==> src/rtl/fetch_ctrl_if.sv <==
// Fetch-control bus: hazard/branch/CP0 requests in, PC-register controls and counters out.
// The fetch controller owns the master side; the surrounding pipeline owns the slave side.
interface fetch_ctrl_if;
  logic [31:0] pc;
  logic        stall;
  logic        br_valid;
  logic [31:0] br_target;
  logic        exc_req;
  logic        eret_req;
  logic [31:0] epc;
  logic        pc_en;
  logic [31:0] npc;
  logic        f_adel;
  logic        f_nop;
  logic        flush_fd;
  logic [31:0] fetch_cnt;
  logic [31:0] stall_cnt;

  // No valid/ready pairs here: every request is a level sampled in the cycle it is
  // presented, and every response is combinational in that same cycle.
  modport master (
    input  pc, stall, br_valid, br_target, exc_req, eret_req, epc,
    output pc_en, npc, f_adel, f_nop, flush_fd, fetch_cnt, stall_cnt
  );

  modport slave (
    output pc, stall, br_valid, br_target, exc_req, eret_req, epc,
    input  pc_en, npc, f_adel, f_nop, flush_fd, fetch_cnt, stall_cnt
  );
endinterface

==> src/rtl/fetch_ctrl.sv <==
// Fetch-stage sequencer: picks the next PC by fixed priority, traps illegal fetch
// addresses (AdEL) by freezing fetch until CP0 redirects, and counts fetches/stalls.
module fetch_ctrl #(
  parameter logic [31:0] PC_RESET  = 32'h0000_3000,
  parameter logic [31:0] EXC_ENTRY = 32'h0000_4180,
  parameter logic [31:0] IM_BASE   = 32'h0000_3000,
  parameter logic [31:0] IM_LIMIT  = 32'h0000_6FFC
) (
  input  logic          clk,
  input  logic          reset,
  fetch_ctrl_if.master  bus,
  output logic          o_dbg_fault
);

  typedef enum logic {
    RUN   = 1'b0,
    FAULT = 1'b1
  } state_t;

  state_t      r_state;
  state_t      w_next_state;
  logic [31:0] r_fetch_cnt;
  logic [31:0] r_stall_cnt;
  logic        w_bad;
  logic        w_redirect;
  logic        w_fetch_inc;
  logic        w_stall_inc;

  assign w_bad = (bus.pc[1:0] != 2'b00) || (bus.pc < IM_BASE) || (bus.pc > IM_LIMIT);
  assign w_redirect = bus.exc_req || bus.eret_req;
  assign w_fetch_inc = (r_state == RUN) && !bus.stall && !w_redirect;
  assign w_stall_inc = bus.stall && !w_redirect;

  always_ff @(posedge clk) begin
    if (reset) begin
      r_state     <= RUN;
      r_fetch_cnt <= 32'd0;
      r_stall_cnt <= 32'd0;
    end else begin
      r_state <= w_next_state;
      if (w_fetch_inc) r_fetch_cnt <= r_fetch_cnt + 32'd1;
      if (w_stall_inc) r_stall_cnt <= r_stall_cnt + 32'd1;
    end
  end

  // Priority: reset, exception, eret, FAULT freeze, stall, AdEL, branch, sequential.
  always_comb begin
    w_next_state = r_state;
    bus.pc_en    = 1'b0;
    bus.npc      = bus.pc;
    bus.f_adel   = 1'b0;
    bus.f_nop    = 1'b0;
    bus.flush_fd = 1'b0;
    if (reset) begin
      w_next_state = RUN;
      bus.npc      = PC_RESET;
      bus.flush_fd = 1'b1;
    end else if (bus.exc_req) begin
      w_next_state = RUN;
      bus.npc      = EXC_ENTRY;
      bus.pc_en    = 1'b1;
      bus.flush_fd = 1'b1;
    end else if (bus.eret_req) begin
      w_next_state = RUN;
      bus.npc      = bus.epc;
      bus.pc_en    = 1'b1;
      bus.flush_fd = 1'b1;
    end else if (r_state == FAULT) begin
      bus.f_nop = 1'b1;
    end else if (bus.stall) begin
      // Keep the AdEL tag up until F/D is actually allowed to capture it.
      bus.f_adel = w_bad;
    end else if (w_bad) begin
      bus.f_adel   = 1'b1;
      w_next_state = FAULT;
    end else if (bus.br_valid) begin
      bus.npc   = bus.br_target;
      bus.pc_en = 1'b1;
    end else begin
      bus.npc   = bus.pc + 32'd4;
      bus.pc_en = 1'b1;
    end
  end

  assign bus.fetch_cnt = r_fetch_cnt;
  assign bus.stall_cnt = r_stall_cnt;
  assign o_dbg_fault   = (r_state == FAULT);

endmodule

==> src/flat_wrapper.sv <==
// flat-port wrapper written by rule: the top's interface ports become plain ports
module fetch_ctrl_flat 
#(
  parameter logic [31:0] PC_RESET  = 32'h0000_3000,
  parameter logic [31:0] EXC_ENTRY = 32'h0000_4180,
  parameter logic [31:0] IM_BASE   = 32'h0000_3000,
  parameter logic [31:0] IM_LIMIT  = 32'h0000_6FFC
)
  (clk, reset, o_dbg_fault, bus_pc, bus_stall, bus_br_valid, bus_br_target, bus_exc_req, bus_eret_req, bus_epc, bus_pc_en, bus_npc, bus_f_adel, bus_f_nop, bus_flush_fd, bus_fetch_cnt, bus_stall_cnt);
  fetch_ctrl_if bus_i ();
  input  logic clk;
  input  logic reset;
  output logic o_dbg_fault;
  input wire logic [$bits(bus_i.pc)-1:0] bus_pc;
  input wire logic [$bits(bus_i.stall)-1:0] bus_stall;
  input wire logic [$bits(bus_i.br_valid)-1:0] bus_br_valid;
  input wire logic [$bits(bus_i.br_target)-1:0] bus_br_target;
  input wire logic [$bits(bus_i.exc_req)-1:0] bus_exc_req;
  input wire logic [$bits(bus_i.eret_req)-1:0] bus_eret_req;
  input wire logic [$bits(bus_i.epc)-1:0] bus_epc;
  output wire logic [$bits(bus_i.pc_en)-1:0] bus_pc_en;
  output wire logic [$bits(bus_i.npc)-1:0] bus_npc;
  output wire logic [$bits(bus_i.f_adel)-1:0] bus_f_adel;
  output wire logic [$bits(bus_i.f_nop)-1:0] bus_f_nop;
  output wire logic [$bits(bus_i.flush_fd)-1:0] bus_flush_fd;
  output wire logic [$bits(bus_i.fetch_cnt)-1:0] bus_fetch_cnt;
  output wire logic [$bits(bus_i.stall_cnt)-1:0] bus_stall_cnt;
  assign bus_i.pc = bus_pc;
  assign bus_i.stall = bus_stall;
  assign bus_i.br_valid = bus_br_valid;
  assign bus_i.br_target = bus_br_target;
  assign bus_i.exc_req = bus_exc_req;
  assign bus_i.eret_req = bus_eret_req;
  assign bus_i.epc = bus_epc;
  assign bus_pc_en = bus_i.pc_en;
  assign bus_npc = bus_i.npc;
  assign bus_f_adel = bus_i.f_adel;
  assign bus_f_nop = bus_i.f_nop;
  assign bus_flush_fd = bus_i.flush_fd;
  assign bus_fetch_cnt = bus_i.fetch_cnt;
  assign bus_stall_cnt = bus_i.stall_cnt;
  fetch_ctrl #(.PC_RESET(PC_RESET), .EXC_ENTRY(EXC_ENTRY), .IM_BASE(IM_BASE), .IM_LIMIT(IM_LIMIT)) u_core (.clk(clk), .reset(reset), .bus(bus_i), .o_dbg_fault(o_dbg_fault));
endmodule
==> config.mk <==
export PLATFORM = sky130hd
export DESIGN_NAME = fetch_ctrl_flat
export DESIGN_NICKNAME = d
export VERILOG_FILES = /design/src/rtl/fetch_ctrl_if.sv /design/src/rtl/fetch_ctrl.sv /design/src/flat_wrapper.sv
export SDC_FILE = /design/constraint.sdc
export NUM_CORES = 1
export LEC_CHECK = 0
export ABC_AREA = 0
export CELL_PAD_IN_SITES_DETAIL_PLACEMENT = 1
export CELL_PAD_IN_SITES_GLOBAL_PLACEMENT = 1
export CORE_MARGIN = 2
export CORE_UTILIZATION = 44
export CTS_CLUSTER_SIZE = 28
export DETAILED_ROUTE_END_ITERATION = 8
export DONT_BUFFER_PORTS = 1
export GPL_TIMING_DRIVEN = 0
export HOLD_SLACK_MARGIN = 0.05
export PLACE_DENSITY_LB_ADDON = 0.1
export SYNTH_ARGS = -nofsm -noshare
export SYNTH_HDL_FRONTEND = slang
export SYNTH_SLANG_ARGS = --single-unit
export TNS_END_PERCENT = 20
==> constraint.sdc <==
create_clock -name clk -period 2.7 [get_ports clk]
set_input_delay 0.135 -clock clk [delete_from_list [all_inputs] [get_ports clk]]
set_output_delay 0.135 -clock clk [all_outputs]
set_load 0.05 [all_outputs]
After elaboration in Yosys (flattened, before gate mapping)
Cells that the tools add are included.
{"block": "word_totals", "reg_bits": 65, "inputBits": 102, "elab_cells": 47}
{"block": "classes", "addsub": 3, "n_lt_le_gt_ge": 2, "muxes": 28, "bitwise_logic": 1, "reduce_logical": 10}
{"cell": "$mux 32", "count": 7}
{"cell": "$add 32x1->32 const B", "count": 2}
{"cell": "$add 32x3->32 const B", "count": 1}
{"cell": "$gt 32x15->1 const B", "count": 1}
{"cell": "$lt 32x14->1 const B", "count": 1}
{"cell": "$mux 1", "count": 21}
{"cell": "$logic_and 1x1->1", "count": 3}
{"cell": "$logic_or 1x1->1", "count": 3}
{"cell": "$reduce_or 3->1", "count": 1}
{"cell": "$logic_not 1->1", "count": 2}
{"cell": "$reduce_bool 2->1", "count": 1}
{"cell": "$not 1->1", "count": 1}

Logic depth before layout (Yosys ltp)
Gate-level depths: netlist of the first run.
{"block": "logic_depth", "depth_word": 9, "depth_mapped": 8, "depth_no_buf": 6}

Worst setup path after synthesis of the first run
OpenSTA, ideal clock, no wires.
{"block": "synth_path", "path_type": "in2out", "startpoint": "input port bus_pc[10]", "endpoint": "output port bus_npc[31]", "t_arrival_ns": 3.584, "required_time_ns": 2.565, "setup_slack_ns": -1.019, "path_stages": 5, "cell_sequence": "and4_1 -> nand4_1 -> nor4_1 -> a31oi_1 -> a2111oi_0"}
{"block": "synth_via", "elab_chain_len": 9}
{"item": "start, declared", "line": "flat_wrapper.sv:14", "rtl": "input wire logic [$bits(bus_i.pc)-1:0] bus_pc;"}
{"item": "$lt 32x14->1", "line": "fetch_ctrl.sv:29", "rtl": "assign w_bad = (bus.pc[1:0] != 2'b00) || (bus.pc < IM_BASE) || (bus.pc > IM_LIMIT);"}
{"item": "$logic_or 1x1->1 (2 in series)", "line": "fetch_ctrl.sv:29"}
{"item": "$mux 32 *", "line": "fetch_ctrl.sv:73", "rtl": "end else if (w_bad) begin"}
{"item": "$mux 32 *", "line": "fetch_ctrl.sv:70", "rtl": "end else if (bus.stall) begin"}
{"item": "$mux 32 *", "line": "fetch_ctrl.sv:68", "rtl": "end else if (r_state == FAULT) begin"}
{"item": "$mux 32 *", "line": "fetch_ctrl.sv:63", "rtl": "end else if (bus.eret_req) begin"}
{"item": "$mux 32 *", "line": "fetch_ctrl.sv:58", "rtl": "end else if (bus.exc_req) begin"}
{"item": "$mux 32 *", "line": "fetch_ctrl.sv:54", "rtl": "if (reset) begin"}
{"item": "end, declared", "line": "flat_wrapper.sv:22", "rtl": "output wire logic [$bits(bus_i.npc)-1:0] bus_npc;"}
Mark *: on every way between the ends. The rest lies on a longest branch, timed or not.

Final worst setup path of the first run
Ends and elaborated chain as after synthesis.

==> reports/qor.yml, run 1 <==
status: "completed"
powerDensity_nw_per_um2: 430
skew_ns: 0.00751
cts_max_level: 3
max_stage_delay_ns: 0.79
track_usage_pct: 29.5
nFillCells: 1273
cts_tree: "done"
syn_to_final_growth_pct: 14.4
route.vias.total: 4717
drc: 0
syn_area_um2: 4450
ant_nets: 0
synth_largest_area_cell: "dfxtp_1"
gr-total-overflow: 0
routed_via_density: 6.26
fp.coreArea_um2: 9820
row_count: 36
ys_warn_count: 0
synth-seq-area-share_pct: 29.2
hold_viol: 0
min_path_type: "primary input to register"
initial_core_util_pct: 45.3
power.leakage_nw: 1.60
antenna_found_initial: 1
crit_arrival_ns: 2.42
ioPinCount: 203
drt-total-wl_mm: 16.3
cp_slowest_cell: "nor4_1"
design.die.area_um2: 10900
final_nets: 720
cts_buffers: 9
path_clk_slew_ns: 0.07
numPortBuffers: 0
tns_ns: 0
firstDrtPassIters: 4
yosysUniqueCellTypes: 51
min_period_ns: 2.55
insertion_delay_ns: 0.35
dieWidth_um: 105
fmaxAchievable_ghz: 0.391
cts_root_buffer: "clkbuf_8"
rsz0062_at_grt: "false"
critPathKind: "primary input to output port"
crit_chain: "and4_1 -> nand4_1 -> nor4_1 -> a31oi_1 -> a2111oi_4"
cts_buffer_depth: 2
path_delay_family: "simple AND/OR/NAND/NOR gates"
hpwl_mm: 12.3
postSynth.asyncResetShare_pct: 0
yosys-top-cells-area: "dfxtp_1 29%, nor2_1 7.2%, xnor2_1 6.5%"
place_congestion: 0.912
final_cell_mix: "83 x nor2_1, 59 x dfxtp_1, 40 x nand2_1"
ir_drop_v: 0.000239
syn_avg_cell_area_um2: 7.36
synth_cells: 605
cp-start-kind: "primary input"
holdBufCountCts: 0
fin_util_pct: 51.9
cap_violations: 0
worst_hold_slack_ns: 0.0825
fin_crit_sh_pct: 94.6
dieHeight_um: 105
yosys.area.top_type_share_pct: 29.2
ys_ff_latch: 65
postCtsSetupBuffers: 0
grt_pass1_vias: 5011
ys.flop_type: "dfxtp_1"
cp_num_buf_inv: 0
cts.sinks: 65
synth_edf_count: 0
grt_max_degree: 11
drive_gt1_share_pct: 12.4
crit_required_ns: 2.57
slew_viol_final: 0
setup_viol: 0
grt_pass1_wl_mm: 26.2
avgRoutedWirePerCell_um: 21.6
slew_headroom_pct: 42.3
final_common_cell: "nor2_1"
synth_nets: 710
worstPathMaxFanout: 6
drtIter0Drc: 211
worst_pin_slew_ns: 0.857
crit_path_end_kind: "output port"
flip-flops by register name, summed over array words and instances (netlist names):
register	count
u_core.o_dbg_fault	1
u_core.bus.stall_cnt	32
u_core.bus.fetch_cnt	32
metrics by stage:
stage	total power [mW]	area (um^2)	std cells	setup slack, ns
after floorplan	1.24	4460	605	-0.211
after global placement	1.29	4630	738	-0.727
after detailed placement	1.30	4650	738	-0.498
after CTS	2.20	5060	754	-0.00226
after global routing	2.28	5090	754	0.00156
final	2.19	5090	754	0.145
timing repair:
action                     CTS  global route
pin swaps                    2             1
setup endpoints to repair   34            25
gates resized for setup     39            12
power by group:
group	switching (mW)	internal, mW	total [mW]	leakage (nW)
registers	0.0148	0.960	0.975	0.527
logic	0.250	0.0859	0.336	0.969
clock network	0.378	0.502	0.879	0.107
path summary, 6_finish.rpt:
check / startpoint / to / slack, ns / cells past startpoint
worst min register to register: u_core.bus.stall_cnt[1] / u_core.bus.stall_cnt[1] / 0.64 / 2
worst max register to register: u_core.bus.stall_cnt[14] / u_core.bus.stall_cnt[31] / 0.18 / 5
worst min-delay path: bus_pc[31] / u_core.o_dbg_fault / 0.08 / 3
worst max-delay path: bus_pc[10] / bus_npc[31] / 0.15 / 5
metal layers:
layer	part of all wire [%]	wire length (um)	vias up	global-route usage, %
li1	-	-	2207	-
met1	37	6110	2299	31.7
met3	8.0	1300	34	8.48
met4	2.9	470	0	11.0
met5	0	0	-	0
met2	52	8430	177	54.6
cell families after synthesis:
family	share of synthesized area [%]
AND/OR/NAND/NOR	36.2
AO/OA/AOI/OAI	16.4
flip-flops	29.2
buffers and inverters	5.06
XOR/XNOR	10.2
multiplexers	2.08
adder cells (fa/ha/maj)	0.843
cells in the mapped netlist, drive strengths merged (2+ instances only):
library cell	number
a211o	4
a211oi	6
a21o	3
a21oi	39
a22oi	2
a31o	7
a31oi	4
a32o	3
and2	8
and3	7
and4	16
buf	13
clkbuf	23
dfxtp	65
ha	3
inv	18
mux2	2
mux2i	7
nand2	40
nand2b	9
nand3	35
nand4	18
nor2	85
nor2b	4
nor3	31
nor3b	2
nor4	21
o211ai	7
o21ai	27
o31ai	7
or2	3
or3	18
or4	6
xnor2	33
xor2	19
worst min-delay path, stage by stage:
cell    delay (ns)
nor4_1        0.06
nor2_1        0.09
o21a_1        0.11
final cells by class:
type	count	area, um^2	area share (%)
Tap cell	133	166	3.27
Buffer	35	160	3.14
Inverter	18	67.6	1.33
Clock buffer	14	173	3.39
Antenna cell	1	2.50	0.0491
Multi-Input combinational cell	486	3180	62.4
Sequential cell	65	1310	25.7
Clock inverter	2	35.0	0.688
No activity file was read; power rests on OpenSTA's default activity.
==> run 2: changes to the inputs <==
--- a/config.mk
+++ b/config.mk
@@ -16,6 +16,7 @@
 export GPL_TIMING_DRIVEN = 0
 export HOLD_SLACK_MARGIN = 0.05
 export PLACE_DENSITY_LB_ADDON = 0.1
+export RECOVER_POWER = 25
 export SYNTH_ARGS = -nofsm -noshare
 export SYNTH_HDL_FRONTEND = slang
 export SYNTH_SLANG_ARGS = --single-unit
==> run 2 against run 1 <==
Effect of this change:
- combinational power about the same
- non-clock buffer count unchanged
- core utilization about the same
- cell count unchanged
- worst hold slack about the same
- design area about the same
- routed wire length about the same
- sequential share of layout area about the same
==> reports/qor.yml, run 2 (synthesis results as in run 1) <==
design.die.area_um2: 10900  # unchanged
final_nets: 720  # unchanged
slew_viol_final: 0  # unchanged
r2r_slack_ns: 0.18  # about the same
fin_crit_sh_pct: 94.6  # about the same
powerDensity_nw_per_um2: 430  # about the same
grt_max_degree: 11  # unchanged
ioPinCount: 203  # unchanged
drc: 0  # unchanged
route.vias.total: 4716  # -0.021%
skew_ns: 0.00751  # -0.000000280 ns
crit_arrival_ns: 2.42  # about the same
routed_via_density: 6.25  # about the same
dieWidth_um: 105  # unchanged
setup_viol: 0  # unchanged
stdcell_count: 754  # unchanged
r2r_cells: 5  # unchanged
power.leakage_nw: 1.60  # -0.17%
cts_root_buffer: "clkbuf_8"
row_count: 36  # unchanged
cp-start-kind: "primary input"
status: "completed"
gr-total-overflow: 0  # unchanged
ir_drop_v: 0.000239  # about the same
cts_max_level: 3  # unchanged
path_clk_slew_ns: 0.07  # about the same
hpwl_mm: 12.3  # unchanged
syn_to_final_growth_pct: 14.3  # about the same
avgRoutedWirePerCell_um: 21.6  # about the same
drt-total-wl_mm: 16.3  # about the same
min_from: "bus_pc[31]"
track_usage_pct: 29.5  # unchanged
rsz0062_at_grt: "false"
dp_cells: 738  # unchanged
drtIter0Drc: 211  # unchanged
cts_buffers: 9  # unchanged
fmaxAchievable_ghz: 0.391  # unchanged
critPathKind: "primary input to output port"
hold_viol: 0  # unchanged
antenna_found_initial: 1  # unchanged
firstDrtPassIters: 4  # unchanged
cts_buffer_depth: 2  # unchanged
final_cell_mix: "83 x nor2_1, 59 x dfxtp_1, 40 x nand2_1"
dieHeight_um: 105  # unchanged
slew_headroom_pct: 42.3  # unchanged
r2r_end: "u_core.bus.stall_cnt[31]"
worst_pin_slew_ns: 0.857  # unchanged
fp.coreArea_um2: 9820  # unchanged
drive_gt1_share_pct: 12.3  # -0.16 points
fin_util_pct: 51.8  # about the same
min_period_ns: 2.55  # +0.00000100 ns
cts_tree: "done"
insertion_delay_ns: 0.35  # about the same
final_common_cell: "nor2_1"
grt_pass1_wl_mm: 26.2  # unchanged
r2r_start: "u_core.bus.stall_cnt[14]"
crit_path_end_kind: "output port"
worst_hold_slack_ns: 0.0828  # +0.000295 ns
nFillCells: 1274  # +0.079%
initial_core_util_pct: 45.3  # unchanged
worstPathMaxFanout: 6  # unchanged
min_path_type: "primary input to register"
holdBufCountCts: 0  # unchanged
cts.sinks: 65  # unchanged
numPortBuffers: 0  # unchanged
cap_violations: 0  # unchanged
grt_pass1_vias: 5011  # unchanged
crit_required_ns: 2.57  # about the same
min_path_cells: 3  # unchanged
hold_end: "u_core.o_dbg_fault"
ant_nets: 0  # unchanged
place_congestion: 0.912  # unchanged
## run 2: where the power goes
part | internal (mW) | switching [mW] | leakage (nW)
Sequential | 0.960 | 0.0148 | 0.527
Combinational | 0.0857 | 0.250 | 0.966
Clock | 0.502 | 0.378 | 0.107
Total | 1.55 | 0.642 | 1.60
## run 2: layer usage
layer  GRT usage, %  share of wire (%)  vias up  routed length (um)
li1               -                  -     2207                   -
met1           31.7                 37     2298                6110
met2           54.6                 52      177                8430
met3           8.48                8.0       34                1300
met4           11.0                2.9        0                 470
met5              0                  0        -                   0
## run 2: worst max-delay path, cell delays in order
cell	delay (ns)
and4_1	0.25
nand4_1	0.20
nor4_1	0.79
a31oi_1	0.26
a2111oi_4	0.78
## run 2: how the worst max path moves through the flow
stage	start	endpoint	slack, ns	cells past startpoint
after floorplan	bus_exc_req	bus_npc[2]	-0.21	7
after global placement	bus_exc_req	bus_npc[2]	-0.73	7
after detailed placement	u_core.o_dbg_fault	bus_npc[30]	-0.50	6
after CTS	u_core.o_dbg_fault	bus_npc[8]	-0.002	6
after global routing	u_core.bus.stall_cnt[14]	u_core.bus.stall_cnt[31]	0.002	5
final	bus_pc[10]	bus_npc[31]	0.15	5
## run 2: timing repair
item                                    4_1_cts  5_1_grt
resized for setup                            39       12
setup buffers                                 0        0
hold endpoints to repair                      0        0
endpoints found under the setup margin       34       25
gates cloned                                  0        0
pin swaps                                     2        1
## run 2: cell type report
type	instances	area (um^2)	share of cell area (%)
flip-flops and latches	65	1310	25.8
multi-input cells	486	3180	62.4
clock buffers	14	173	3.39
well taps	133	166	3.27
diodes	1	2.50	0.0492
clock inverters	2	35.0	0.688
plain buffers	35	159	3.12
inverters	18	67.6	1.33
## run 2: metrics by stage
step / cell area, um^2 / power [mW] / setup TNS, ns / worst slack (ns)
6_report: 5090 / 2.19 / 0 / 0.145
4_1_cts: 5060 / 2.20 / -0.00226 / -0.00226
5_1_grt: 5090 / 2.28 / 0 / 0.00156
3_5_place_dp: 4650 / 1.30 / -6.87 / -0.498
2_1_floorplan: 4460 / 1.24 / -0.825 / -0.211
3_3_place_gp: 4630 / 1.29 / -7.93 / -0.727
==> run 3: changes to the inputs <==
--- a/config.mk
+++ b/config.mk
@@ -6,13 +6,13 @@
 export NUM_CORES = 1
 export LEC_CHECK = 0
 export ABC_AREA = 0
+export BUFFER_PORTS_ARGS = -buffer_cell sky130_fd_sc_hd__buf_4
 export CELL_PAD_IN_SITES_DETAIL_PLACEMENT = 1
 export CELL_PAD_IN_SITES_GLOBAL_PLACEMENT = 1
 export CORE_MARGIN = 2
-export CORE_UTILIZATION = 44
+export CORE_UTILIZATION = 33
 export CTS_CLUSTER_SIZE = 28
 export DETAILED_ROUTE_END_ITERATION = 8
-export DONT_BUFFER_PORTS = 1
 export GPL_TIMING_DRIVEN = 0
 export HOLD_SLACK_MARGIN = 0.05
 export PLACE_DENSITY_LB_ADDON = 0.1
==> run 3 against run 2 <==
Effect of this change:
- routed wire length rose by 10%
- core utilization fell by 4.1 points
- worst setup slack got worse by 0.054 ns
- die area rose by 32%
- sequential share of layout area fell by 5.1 points
- critical path depth rose by 4
- critical path type unchanged
- sequential cell count did not move
- design area rose by 24%
- global-route usage fell by 4.7 points
- combinational power rose by 49%
- clock power rose by 16%
==> reports/qor.yml, run 3 (synthesis results as in run 1) <==
tns_ns: 0  # unchanged
placed_area_um2: 6180  # +33%
cts_tree: "done"
path_delay_family: "simple AND/OR/NAND/NOR gates"
antenna_cells: 0  # -1
power_frac_comb_pct: 20.0  # +4.7 points
cts_buffers: 9  # unchanged
status: "completed"
grt_max_degree: 11  # unchanged
hold_viol: 0  # unchanged
ant_nets: 0  # unchanged
place_congestion: 0.891  # -2.3%
drc: 0  # unchanged
dieWidth_um: 120  # +15%
dieHeight_um: 120  # +15%
numPortBuffers: 200  # +200
cts_max_level: 3  # unchanged
gr-total-overflow: 0  # unchanged
drt-total-wl_mm: 18.0  # +10%
cp_slowest_cell: "nor2_1"
ir_drop_v: 0.000227  # -4.8%
firstDrtPassIters: 4  # unchanged
worst_hold_slack_ns: 0.177  # +0.0941 ns
crit_path_end_kind: "output port"
r2r_cells: 6  # +1
cap_violations: 0  # unchanged
fmaxAchievable_ghz: 0.383  # -2.1%
clkPwrFrac_pct: 41.0  # +0.8 points
design_area_um2: 6300  # +24%
min_path_type: "primary input to register"
crit_arrival_ns: 2.47  # +0.05 ns
design.die.area_um2: 14400  # +32%
final_nets: 921  # +28%
pwr-share-seq_pct: 39.0  # -5.5 points
fin_crit_sh_pct: 96.6  # +2.0 points
cp_num_cells: 9  # +4
row_count: 42  # +17%
p_sw_share_pct: 28.0  # -1.4 points
r2r_slack_ns: 0.39  # +0.21 ns
skew_ns: 0.00515  # -0.00236 ns
setup_viol: 0  # unchanged
hpwl_mm: 14.2  # +16%
worstPathMaxFanout: 10  # +4
drtIter0Drc: 190  # -10%
path_clk_slew_ns: 0.05  # -0.02 ns
cts.sinks: 65  # unchanged
avgRoutedWirePerCell_um: 18.1  # -16%
nFillCells: 1693  # +33%
final_common_cell: "buf_4"
syn_to_final_growth_pct: 41.5
slew_headroom_pct: 55.6  # +13 points
intPower_mw: 1.79  # +16%
slew_viol_final: 0  # unchanged
cp_num_buf_inv: 5  # +5
dp_cells: 981  # +33%
rsz0062_at_grt: "true"
stdcell_count: 994  # +32%
grt_pass1_vias: 5636  # +12%
initial_core_util_pct: 33.8  # -12 points
critPathLaunch: "reset"
min_from: "bus_stall"
holdBufCountCts: 0  # unchanged
crit_required_ns: 2.57  # about the same
grt_pass1_wl_mm: 28.9  # +10%
cp-start-kind: "primary input"
ioPinCount: 203  # unchanged
min_period_ns: 2.61  # +0.0536 ns
min_path_cells: 3  # unchanged
max_stage_delay_ns: 0.56  # -0.23 ns
cts_buffer_depth: 2  # unchanged
cts_root_buffer: "clkbuf_16"
antenna_found_initial: 0  # -1
pre_cts_slack_ns: 0.0723  # +0.571 ns
routed_via_density: 5.41  # -13%
powerDensity_nw_per_um2: 394  # -8.3%
insertion_delay_ns: 0.33  # -0.02 ns
p_switching_uw: 695  # +8.2%
power.leakage_nw: 2.40  # +50%
final_cell_mix: "162 x buf_4, 84 x nor2_1, 65 x dfxtp_1"
drive_gt1_share_pct: 24.7  # +12 points
r2r_start: "u_core.o_dbg_fault"
crit_chain: "buf_4 -> or2_2 -> clkbuf_1 -> nor2_1 -> inv_1 -> clkbuf_1 -> or3_1 -> nand3_1 -> buf_4"
worst_pin_slew_ns: 0.667  # -0.190 ns
critPathKind: "primary input to output port"
track_usage_pct: 24.8  # -4.7 points
route.vias.total: 5381  # +14%
fp.coreArea_um2: 13200  # +34%
setup_ws_ns: 0.0915  # -0.0536 ns
-- run 3: worst min-delay path, cell delays in order --
cell     delay (ns)
buf_2          0.17
nand3_1        0.10
a21oi_1        0.05
-- run 3: layout make-up --
| cell class | count | area [um^2] | area share, % |
|---|---|---|---|
| clock inverters | 1 | 5.00 | 0.0794 |
| repair buffers | 200 | 1360 | 21.6 |
| inverters | 18 | 67.6 | 1.07 |
| well taps | 176 | 220 | 3.50 |
| flip-flops and latches | 65 | 1300 | 20.7 |
| clock buffers | 12 | 246 | 3.91 |
| multi-input cells | 486 | 2940 | 46.7 |
| plain buffers | 36 | 159 | 2.52 |
-- run 3: worst paths after layout --
| path | end |
|---|---|
| max reg2reg | u_core.bus.fetch_cnt[26] |
| min reg2reg | u_core.bus.stall_cnt[31] |
| min | u_core.bus.stall_cnt[1] |
| max | bus_npc[6] |
-- run 3: what timing repair did --
| action | 4_1_cts | 5_1_grt |
|---|---|---|
| pin swaps | 0 | 0 |
| buffers inserted | 0 | 0 |
| cloned | 0 | 0 |
| endpoints found under the setup margin | 8 | 7 |
| gates resized for setup | 2 | 3 |
-- run 3: metrics by stage --
step           util [%]  power (mW)
6_report           47.8        2.48
5_1_grt            47.8        2.58
3_3_place_gp       46.9        1.48
3_5_place_dp       46.9        1.49
4_1_cts            48.8        2.50
2_1_floorplan         -        1.24
-- run 3: metal layers --
metal	up-vias	GRT usage, %	share of wire [%]
met4	0	7.21	1.7
met5	-	0	0
met2	156	46.6	52
li1	2610	-	-
met1	2591	28.3	41
met3	24	4.61	5.6
-- run 3: power by group through the flow --
| stage | registers (mW) | logic (mW) | clock network (mW) |
|---|---|---|---|
| 2_1_floorplan | 0.996 | 0.247 | 0 |
| 3_3_place_gp | 0.987 | 0.491 | 0 |
| 3_5_place_dp | 0.988 | 0.498 | 0 |
| 5_1_grt | 0.967 | 0.532 | 1.08 |
| 4_1_cts | 0.968 | 0.500 | 1.04 |
| 6_report | 0.968 | 0.498 | 1.02 |
